`config.mk`:
```
export PLATFORM = sky130hd
export DESIGN_NAME = invader_formation_ctl
export DESIGN_NICKNAME = d
export VERILOG_FILES = /design/src/rtl/invaders_pkg.sv /design/src/rtl/alive_scan.sv /design/src/rtl/invader_formation_ctl.sv
export SDC_FILE = /design/constraint.sdc
export NUM_CORES = 1
export LEC_CHECK = 0
export CAP_MARGIN = 20
export CORE_MARGIN = 2
export CORE_UTILIZATION = 52
export CTS_BUF_LIST = sky130_fd_sc_hd__clkbuf_4 sky130_fd_sc_hd__clkbuf_8 sky130_fd_sc_hd__clkbuf_16
export CTS_CLUSTER_DIAMETER = 40
export DETAILED_ROUTE_END_ITERATION = 10
export GPL_ROUTABILITY_DRIVEN = 1
export PLACE_DENSITY = 0.92
export SETUP_SLACK_MARGIN = 0.15
export SKIP_LAST_GASP = 1
export SLEW_MARGIN = 15
export SYNTH_ARGS = -nofsm -noshare
export SYNTH_HDL_FRONTEND = slang
export SYNTH_SLANG_ARGS = --single-unit
```
`constraint.sdc`:
```
create_clock -name clk -period 7.25 [get_ports clk]
set_input_delay 1.45 -clock clk [delete_from_list [all_inputs] [get_ports clk]]
set_output_delay 1.45 -clock clk [all_outputs]
set_load 0.01 [all_outputs]
```
`src/rtl/invaders_pkg.sv`:
```
// Shared types and geometry constants for the invader formation sequencer.
package invaders_pkg;

  typedef enum logic [1:0] {
    IDLE       = 2'd0,
    MARCH      = 2'd1,
    WAVE_CLEAR = 2'd2,
    GAME_OVER  = 2'd3
  } formation_state_t;

  localparam int COL_SPACING = 80;
  localparam int STEP_X      = 8;
  localparam int STEP_Y      = 16;
  localparam int X_START     = 64;
  localparam int Y_START     = 64;

endpackage

```
`src/rtl/alive_scan.sv`:
```
// Registered summary of the alive mask: live count, lowest and highest live column, non-empty.
module alive_scan #(
  parameter int NUM_INVADERS = 10,
  parameter int NUM_ROWS     = 3,
  parameter int CNT_W        = 5,
  parameter int COL_W        = 4
) (
  input  logic                                    clk,
  input  logic                                    rst_n,
  input  logic [NUM_ROWS-1:0][NUM_INVADERS-1:0]   alive,
  output logic [CNT_W-1:0]                        count,
  output logic [COL_W-1:0]                        lo,
  output logic [COL_W-1:0]                        hi,
  output logic                                    nonzero
);

  logic [NUM_INVADERS-1:0] col_live;
  logic [CNT_W-1:0]        count_c;
  logic [COL_W-1:0]        lo_c;
  logic [COL_W-1:0]        hi_c;

  always_comb begin
    col_live = '0;
    count_c  = '0;
    for (int r = 0; r < NUM_ROWS; r++) begin
      col_live = col_live | alive[r];
      for (int c = 0; c < NUM_INVADERS; c++) begin
        count_c = count_c + {{(CNT_W-1){1'b0}}, alive[r][c]};
      end
    end
  end

  // Opposite scan directions so the last hit is the extreme live column.
  always_comb begin
    lo_c = '0;
    hi_c = '0;
    for (int c = NUM_INVADERS - 1; c >= 0; c--) begin
      if (col_live[c]) lo_c = COL_W'(c);
    end
    for (int c = 0; c < NUM_INVADERS; c++) begin
      if (col_live[c]) hi_c = COL_W'(c);
    end
  end

  always_ff @(posedge clk) begin
    if (!rst_n) begin
      count   <= '0;
      lo      <= '0;
      hi      <= '0;
      nonzero <= 1'b0;
    end else begin
      count   <= count_c;
      lo      <= lo_c;
      hi      <= hi_c;
      nonzero <= |col_live;
    end
  end

endmodule

```
`src/rtl/invader_formation_ctl.sv`:
```
// Invader formation sequencer: marches the grid on frame ticks, speeds up with kills,
// handles wave clear and game over.
module invader_formation_ctl import invaders_pkg::*; #(
  parameter int NUM_INVADERS  = 10,
  parameter int NUM_ROWS      = 3,
  parameter int COL_SPACING   = invaders_pkg::COL_SPACING,
  parameter int INVADER_WIDTH = 64,
  parameter int X_START       = invaders_pkg::X_START,
  parameter int Y_START       = invaders_pkg::Y_START,
  parameter int X_MIN         = 0,
  parameter int X_MAX         = 1024,
  parameter int STEP_X        = invaders_pkg::STEP_X,
  parameter int STEP_Y        = invaders_pkg::STEP_Y,
  parameter int TICK_BASE     = 30,
  parameter int TICK_MIN      = 4,
  parameter int KILL_DIV      = 2,
  parameter int WAVE_PAUSE    = 60
) (
  input  logic                                    clk,
  input  logic                                    rst_n,
  input  logic                                    frame_tick,
  input  logic                                    start,
  input  logic [NUM_ROWS-1:0][NUM_INVADERS-1:0]   alive,
  input  logic                                    player_hit,
  output logic [NUM_INVADERS-1:0][11:0]           invader_x_positions,
  output logic [9:0]                              enemy_ypos,
  output logic                                    dir_right,
  output logic                                    step,
  output logic                                    respawn,
  output logic                                    wave_clear,
  output logic                                    game_over,
  output logic [3:0]                              wave_num
);

  localparam int Total     = NUM_ROWS * NUM_INVADERS;
  localparam int CntW      = $clog2(Total + 1);
  localparam int ColW      = (NUM_INVADERS > 1) ? $clog2(NUM_INVADERS) : 1;
  localparam int FrameMax  = (TICK_BASE > WAVE_PAUSE) ? TICK_BASE : WAVE_PAUSE;
  localparam int FrameW    = $clog2(FrameMax + 1);

  formation_state_t state_q, state_d;
  logic signed [12:0]             x_base_q, x_base_d;
  logic [9:0]                     ypos_q, ypos_d;
  logic                           dir_q, dir_d;
  logic                           step_q, step_d;
  logic                           respawn_q, respawn_d;
  logic                           wave_clear_q, wave_clear_d;
  logic                           game_over_q;
  logic [3:0]                     wave_q, wave_d;
  logic [FrameW-1:0]              frame_q, frame_d;
  logic                           settle_q;
  logic [NUM_INVADERS-1:0][11:0]  xpos_q, xpos_d;

  logic [CntW-1:0] live_cnt;
  logic [ColW-1:0] live_lo, live_hi;
  logic            live_any;

  alive_scan #(
    .NUM_INVADERS (NUM_INVADERS),
    .NUM_ROWS     (NUM_ROWS),
    .CNT_W        (CntW),
    .COL_W        (ColW)
  ) u_scan (
    .clk     (clk),
    .rst_n   (rst_n),
    .alive   (alive),
    .count   (live_cnt),
    .lo      (live_lo),
    .hi      (live_hi),
    .nonzero (live_any)
  );

  int kills, period_raw, period, right_edge, left_edge;
  logic hold;

  assign kills      = Total - int'(live_cnt);
  assign period_raw = TICK_BASE - kills / KILL_DIV;
  assign period     = (period_raw < TICK_MIN) ? TICK_MIN : period_raw;
  assign right_edge = int'(x_base_q) + int'(live_hi) * COL_SPACING + INVADER_WIDTH + STEP_X;
  assign left_edge  = int'(x_base_q) + int'(live_lo) * COL_SPACING;
  // Scan output is stale during the respawn cycle and the one after it.
  assign hold       = respawn_q | settle_q;

  always_comb begin
    state_d      = state_q;
    x_base_d     = x_base_q;
    ypos_d       = ypos_q;
    dir_d        = dir_q;
    step_d       = 1'b0;
    respawn_d    = 1'b0;
    wave_clear_d = 1'b0;
    wave_d       = wave_q;
    frame_d      = frame_q;
    unique case (state_q)
      IDLE, GAME_OVER: begin
        if (start) begin
          state_d   = MARCH;
          x_base_d  = 13'(X_START);
          ypos_d    = 10'(Y_START);
          dir_d     = 1'b1;
          respawn_d = 1'b1;
          frame_d   = '0;
          wave_d    = '0;
        end
      end
      MARCH: begin
        if (player_hit) begin
          state_d = GAME_OVER;
        end else if (!hold && !live_any) begin
          state_d      = WAVE_CLEAR;
          wave_clear_d = 1'b1;
          wave_d       = (wave_q == 4'hF) ? wave_q : wave_q + 4'd1;
          frame_d      = '0;
        end else if (!hold && frame_tick) begin
          if (int'(frame_q) >= period - 1) begin
            frame_d = '0;
            step_d  = 1'b1;
            if (dir_q) begin
              if (right_edge > X_MAX) begin
                ypos_d = ypos_q + 10'(STEP_Y);
                dir_d  = 1'b0;
              end else begin
                x_base_d = x_base_q + 13'(STEP_X);
              end
            end else begin
              if (left_edge < X_MIN + STEP_X) begin
                ypos_d = ypos_q + 10'(STEP_Y);
                dir_d  = 1'b1;
              end else begin
                x_base_d = x_base_q - 13'(STEP_X);
              end
            end
          end else begin
            frame_d = frame_q + 1'b1;
          end
        end
      end
      WAVE_CLEAR: begin
        if (frame_tick) begin
          if (int'(frame_q) >= WAVE_PAUSE - 1) begin
            state_d   = MARCH;
            x_base_d  = 13'(X_START);
            ypos_d    = 10'(Y_START);
            dir_d     = 1'b1;
            respawn_d = 1'b1;
            frame_d   = '0;
          end else begin
            frame_d = frame_q + 1'b1;
          end
        end
      end
    endcase
  end

  always_comb begin
    for (int c = 0; c < NUM_INVADERS; c++) begin
      xpos_d[c] = x_base_d[11:0] + 12'(c * COL_SPACING);
    end
  end

  always_ff @(posedge clk) begin
    if (!rst_n) begin
      state_q      <= IDLE;
      x_base_q     <= 13'(X_START);
      ypos_q       <= 10'(Y_START);
      dir_q        <= 1'b1;
      step_q       <= 1'b0;
      respawn_q    <= 1'b0;
      wave_clear_q <= 1'b0;
      game_over_q  <= 1'b0;
      wave_q       <= '0;
      frame_q      <= '0;
      settle_q     <= 1'b0;
      for (int c = 0; c < NUM_INVADERS; c++) begin
        xpos_q[c] <= 12'(X_START + c * COL_SPACING);
      end
    end else begin
      state_q      <= state_d;
      x_base_q     <= x_base_d;
      ypos_q       <= ypos_d;
      dir_q        <= dir_d;
      step_q       <= step_d;
      respawn_q    <= respawn_d;
      wave_clear_q <= wave_clear_d;
      game_over_q  <= (state_d == GAME_OVER);
      wave_q       <= wave_d;
      frame_q      <= frame_d;
      settle_q     <= respawn_q;
      xpos_q       <= xpos_d;
    end
  end

  assign invader_x_positions = xpos_q;
  assign enemy_ypos          = ypos_q;
  assign dir_right           = dir_q;
  assign step                = step_q;
  assign respawn             = respawn_q;
  assign wave_clear          = wave_clear_q;
  assign game_over           = game_over_q;
  assign wave_num            = wave_q;

endmodule

```
==> impl_metrics.tcl, run 1 <==
set metrics [dict create \
    status "complete, no violations" \
    finalCriticalPeriod_ns 6.48 \
    htree_levels 3 \
    synth_area_leader_cell "dfxtp_1" \
    cap_violations 0 \
    rsz0062_at_grt "no" \
    swShare_pct 38.5 \
    post_drt_via_cell_ratio 5.83 \
    grt_max_degree 47 \
    postCtsHoldBufs 0 \
    io_pins 174 \
    area_growth_pct 21.7 \
    regArea_sq_um 2140 \
    synth_edf_count 0 \
    cts_buffer_depth 2 \
    drtAntennaViolNets 0 \
    num_antenna_cells 0 \
    nNetsFinal 1142 \
    ir_drop_mv 0.171 \
    most-common-layout-cells "clkdlybuf4s50_1, dfxtp_1, inv_1, ha_1, nand2_1" \
    wl_per_cell_microns 17.2 \
    required_ns 7.52 \
    intPower_mw 1.42 \
    syn_area_sq_um 7760 \
    initial_core_util_pct 53.4 \
    drive_gt1_share_pct 4.65 \
    num_vias 6957 \
    nFillCells 1143 \
    wirelength_microns 20500 \
    num_rows 44 \
    io_buffers 169 \
    cts_buffers 9 \
    synth.distinct_cells 82 \
    cp_max_fo 13 \
    setup_violations 0 \
    grt.total_usage_pct 25.3 \
    hold_violations 0 \
    core-area_sq_um 14500 \
    synthFlopType "dfxtp_1" \
    yosysSeqAreaShare_pct 27.6 \
    multiInputGateArea_sq_um 4730 \
    first_global_vias 6954 \
    pwr-share-clk_pct 22.7 \
    hold_path.class "register to register" \
    clock_sinks 107 \
    drv_slew 0 \
    drt_first_pass_iters 6 \
    die_x_microns 126 \
    arrival_ns 6.75 \
    globalRouteOverflowTotal 0 \
    synthTopCellsByArea "dfxtp_1, ha_1, fa_1" \
    synthCells 907 \
    finalClockSkew_ns 0.00984 \
    synth-async-reset-ratio_pct 0 \
    ys_warn_count 0 \
    fin_crit_sh_pct 89.4 \
    die_area_sq_um 15900 \
    drc_errors 0 \
    final_common_cell "clkdlybuf4s50_1" \
    antenna_found_initial 0 \
    fmax_mhz 154 \
    drt_iter0_markers 703 \
    p_leak_nw 3.99 \
    tightest_slew_ns 0.925 \
    p_sw_mw 0.890 \
    clockRootBuffer "clkbuf_16" \
    die_h_microns 126 \
    syn_area_per_cell_sq_um 8.55 \
    gp_congestion 0.968 \
    crit_path_start_kind "register" \
    yosys_register_bits 107 \
    fin_tns_setup_ns 0 \
    grt_pass1_wl_microns 33200 \
    path_clk_slew_ns 0.08 \
    clk_latency_ns 0.36 \
    max_slew_margin_pct 38.0 \
    end_kind "register" \
    synth_top_area_share_pct 27.6 \
    dp.final_hpwl_microns 15000 \
    power_density_nw_per_um2 245 \
    combPwrFrac_pct 48.7 \
    pwr-share-seq_pct 28.6 \
    crit_type "register to register" \
    cts_tree "built" \
    power_mw 2.31 \
    finish.utilization_pct 65.0 \
]
[timing repair]
item                       in CTS  in global routing
buffers inserted                0                  0
setup endpoints to repair       0                  7
gates resized for setup         0                  4
[worst paths after layout]
kind,start,endpoint,slack [ns],cells after the start
setup reg to reg,u_scan.count[1],invader_x_positions[118],0.77,27
setup / recovery,u_scan.count[1],invader_x_positions[118],0.77,27
hold / removal,wave_num[1],wave_num[1],0.51,2
hold reg to reg,wave_num[1],wave_num[1],0.51,2
[final cells by class]
type                    count  area share [%]
well taps                 184            2.44
repair buffers            172            18.2
clock inverters             7           0.967
inverters                  83            3.33
clock buffers               9            2.38
flip-flops and latches    107            22.7
multi-input cells         632            50.1
[power by group through the flow]
stage               sequential [mW]  combinational (mW)  clock (mW)
finish                        0.662                1.13       0.526
global route                  0.666                1.27       0.551
CTS                           0.662                1.11       0.530
detailed placement            0.675                1.10           0
global placement              0.673                1.04           0
floorplan                     0.680               0.815           0
[cell families (layout without fill, tap and decap cells)]
group	Yosys count	count (layout)	synth area share (%)
mux	15	15	2.05
xor+xnor	41	41	4.63
simple gates	294	294	19.5
buf+inv	171	271	11.9
flops	107	107	27.6
other cells	1	4	0.0483
fa+ha+maj	102	102	19.0
compound gates	176	176	15.4
[routing by layer]
metal  up-vias  track usage [%]  wire length (microns)
li1       3268                -                      -
met1      3234             31.1                   8140
met2       374             42.3                   9830
met3        81             5.01                   1800
met4         0             12.4                    752
met5         -                0                      0
[through the flow]
step	hold WS [ns]	std cells	worst slack [ns]	instance area (sq um)
floorplan	0.479	910	1.19	7770
global placement	0.496	1178	0.614	9110
detailed placement	0.504	1178	0.553	9110
CTS	0.517	1194	0.614	9420
global route	0.554	1194	0.254	9440
finish	0.514	1194	0.769	9440
[state kept, by name (all words and copies together) (netlist names), 2 cells and up]
| register | cells |
|---|---|
| u_scan.count | 5 |
| state_q | 2 |
| u_scan.lo | 4 |
| enemy_ypos | 6 |
| wave_num | 4 |
| frame_q | 6 |
| u_scan.hi | 4 |
| x_base_q | 13 |
| invader_x_positions | 56 |
[worst max-delay path: stages, from the launching register on]
cell	delay (ns)
dfxtp_1	0.33
ha_1	0.23
xnor2_1	0.37
ha_1	0.25
ha_1	0.16
inv_1	0.06
nand3_1	0.06
o21ai_0	0.11
xnor2_1	0.42
nand4b_1	0.18
nand2_1	0.13
ha_1	0.18
nand3_1	0.09
xnor2_1	0.16
ha_1	0.30
a21o_1	0.11
a21oi_1	0.06
o22a_1	0.26
or2_2	0.37
or4_1	0.49
mux2_2	0.29
nand3_2	0.30
inv_2	0.22
ha_1	0.25
a21boi_0	0.28
a21oi_1	0.14
or3_1	0.36
a21oi_1	0.23
[synthesized netlist by cell type (all sizes together) (4+ instances only)]
cell type	n
buf	76
a21o	7
dfxtp	107
and3	18
nor2b	6
mux2	4
clkbuf	12
o31a	5
xor2	15
mux2i	11
ha	76
nand3b	5
a21oi	44
nand2	71
nand2b	16
or4	4
a211oi	11
o211ai	4
nand4	5
nand3	27
nor4	14
inv	82
nor3	32
or3	12
and2	9
o21ai	50
xnor2	26
fa	26
nor2	61
a31oi	13
Note: power is estimated with default switching activity, not from simulation.
==> run 2, diff against run 1 <==
--- a/config.mk
+++ b/config.mk
@@ -6,13 +6,13 @@
 export NUM_CORES = 1
 export LEC_CHECK = 0
 export CAP_MARGIN = 20
-export CORE_MARGIN = 2
+export CORE_MARGIN = 10
 export CORE_UTILIZATION = 52
 export CTS_BUF_LIST = sky130_fd_sc_hd__clkbuf_4 sky130_fd_sc_hd__clkbuf_8 sky130_fd_sc_hd__clkbuf_16
 export CTS_CLUSTER_DIAMETER = 40
 export DETAILED_ROUTE_END_ITERATION = 10
 export GPL_ROUTABILITY_DRIVEN = 1
-export PLACE_DENSITY = 0.92
+export PLACE_DENSITY = 0.79
 export SETUP_SLACK_MARGIN = 0.15
 export SKIP_LAST_GASP = 1
 export SLEW_MARGIN = 15
==> run 2 against run 1 <==
  * Register-to-register slack about the same
  * Core utilization decreased by 0.46 points
  * Critical path type unchanged
  * Clock-buffer cell count unchanged
==> impl_metrics.tcl, run 2 (same netlist as run 1, synthesis figures left out) <==
set metrics [dict create \
    first_global_vias 6446 \
    num_antenna_cells 0 \
    combPwrFrac_pct 48.2 \
    cts_buffer_depth 2 \
    rsz0062_at_grt "no" \
    fin_ws_ns 0.758 \
    core-area_sq_um 14600 \
    dp.final_hpwl_microns 15900 \
    final_common_cell "clkdlybuf4s50_1" \
    arrival_ns 6.75 \
    gp_congestion 0.916 \
    die_x_microns 142 \
    power_mw 2.23 \
    regArea_sq_um 2140 \
    r2r_cells 28 \
    placed_cell_area_sq_um 9110 \
    cts_tree "built" \
    multiInputGateArea_sq_um 4710 \
    p_sw_mw 0.827 \
    route.met3.wl_microns 1620 \
    wl_per_cell_microns 17.1 \
    nNetsFinal 1142 \
    tightest_slew_ns 0.894 \
    postCtsHoldBufs 0 \
    fin_crit_sh_pct 89.5 \
    drtAntennaViolNets 0 \
    clk_latency_ns 0.36 \
    io_pins 174 \
    clock_sinks 107 \
    initial_core_util_pct 53.2 \
    num_rows 44 \
    worst_hold_slack_ns 0.519 \
    die_area_sq_um 20200 \
    wirelength_microns 20400 \
    pwr-share-clk_pct 22.1 \
    max_stage_delay_ns 0.51 \
    drc_errors 0 \
    r2r_slack_ns 0.76 \
    crit_type "register to register" \
    drt_first_pass_iters 5 \
    status "complete, no violations" \
    cap_violations 0 \
    dp_cells 1178 \
    crit_path_start_kind "register" \
    htree_levels 3 \
    fmax_mhz 154 \
    finish.utilization_pct 64.5 \
    p_leak_nw 3.98 \
    met2_length_microns 9720 \
    highest_layer "met4" \
    globalRouteOverflowTotal 0 \
    r2r_start "u_scan.count[2]" \
    largest_reg_flops 56 \
    place_ws_ns 0.541 \
    post_drt_via_cell_ratio 5.53 \
    setup_violations 0 \
    required_ns 7.50 \
    area_growth_pct 21.3 \
    intPower_mw 1.40 \
    min_to "wave_num[1]" \
    end_kind "register" \
    most-common-layout-cells "clkdlybuf4s50_1, dfxtp_1, inv_1, ha_1, nand2_1" \
    pwr-share-seq_pct 29.7 \
    drv_slew 0 \
    holdPathStages 2 \
    cp_max_fo 9 \
    drive_gt1_share_pct 4.36 \
    grt_max_degree 47 \
    cts_buffers 9 \
    wl_met1_microns 8710 \
    clockRootBuffer "clkbuf_16" \
    finalCriticalPeriod_ns 6.49 \
    path_clk_slew_ns 0.07 \
    design_area_sq_um 9410 \
    crit_top_cell "ha_1" \
    rr_endpoint "invader_x_positions[21]" \
    io_buffers 169 \
    max_slew_margin_pct 40.3 \
    ir_drop_mv 0.228 \
    cpMaxStageDelayCell "or3_1" \
    hold_path.class "register to register" \
    die_h_microns 142 \
    finalClockSkew_ns 0.0113 \
    power_density_nw_per_um2 237 \
    hold_violations 0 \
    grt.total_usage_pct 19.8 \
    nFillCells 1270 \
    worstHoldStart "wave_num[1]" \
    antenna_found_initial 0 \
    stdcell_count 1193 \
    num_vias 6599 \
    swShare_pct 37.1 \
    grt_pass1_wl_microns 32600 \
    drt_iter0_markers 500 \
    fin_tns_setup_ns 0 \
]
-- run 2: cell count changes in the layout (fill, tap and decap cells not counted), sizes merged --
cell / before / now
clkinv: 3 / 2
clkinvlp: 0 / 1
inv: 86 / 85
-- run 2: layer usage --
metal | track usage (%) | vias up
met4 | 5.97 | 0
met3 | 6.04 | 21
met5 | 0 | -
met1 | 23.6 | 3093
met2 | 33.2 | 210
li1 | - | 3275
-- run 2: cell type report --
type | instances | share of cell area [%]
Multi-Input combinational cell | 632 | 50.1
Sequential cell | 107 | 22.8
Timing Repair Buffer | 172 | 18.2
Inverter | 83 | 3.34
Tap cell | 184 | 2.45
Clock buffer | 9 | 2.39
Clock inverter | 6 | 0.771
-- run 2: what timing repair did --
item / CTS / global route
endpoints found under the setup margin: 0 / 1
gates resized for setup: 0 / 1
setup buffers: 0 / 0
-- run 2: worst max-delay path by stage --
stage,start,slack [ns],to
3_5_place_dp,alive[0],0.54,u_scan.count[4]
3_3_place_gp,alive[0],0.60,u_scan.count[4]
2_1_floorplan,alive[0],1.19,u_scan.count[4]
6_report,u_scan.count[2],0.76,invader_x_positions[21]
5_1_grt,u_scan.count[2],0.20,invader_x_positions[23]
4_1_cts,u_scan.count[1],0.78,invader_x_positions[21]
-- run 2: critical path: cells and delay by family, from the launching register on --
| family | cells | cell delay [ns] |
|---|---|---|
| compound gates | 5 | 1.00 |
| xor+xnor | 4 | 1.19 |
| fa+ha+maj | 4 | 0.85 |
| buf+inv | 3 | 0.45 |
| flops | 1 | 0.41 |
| simple gates | 12 | 2.49 |
-- run 2: power by group through the flow --
| stage | Sequential, mW | Combinational (mW) | Clock (mW) |
|---|---|---|---|
| final | 0.662 | 1.08 | 0.493 |
| after global placement | 0.674 | 1.05 | 0 |
| after global routing | 0.666 | 1.25 | 0.528 |
| after detailed placement | 0.674 | 1.07 | 0 |
| after CTS | 0.661 | 1.08 | 0.505 |
| after floorplan | 0.680 | 0.815 | 0 |
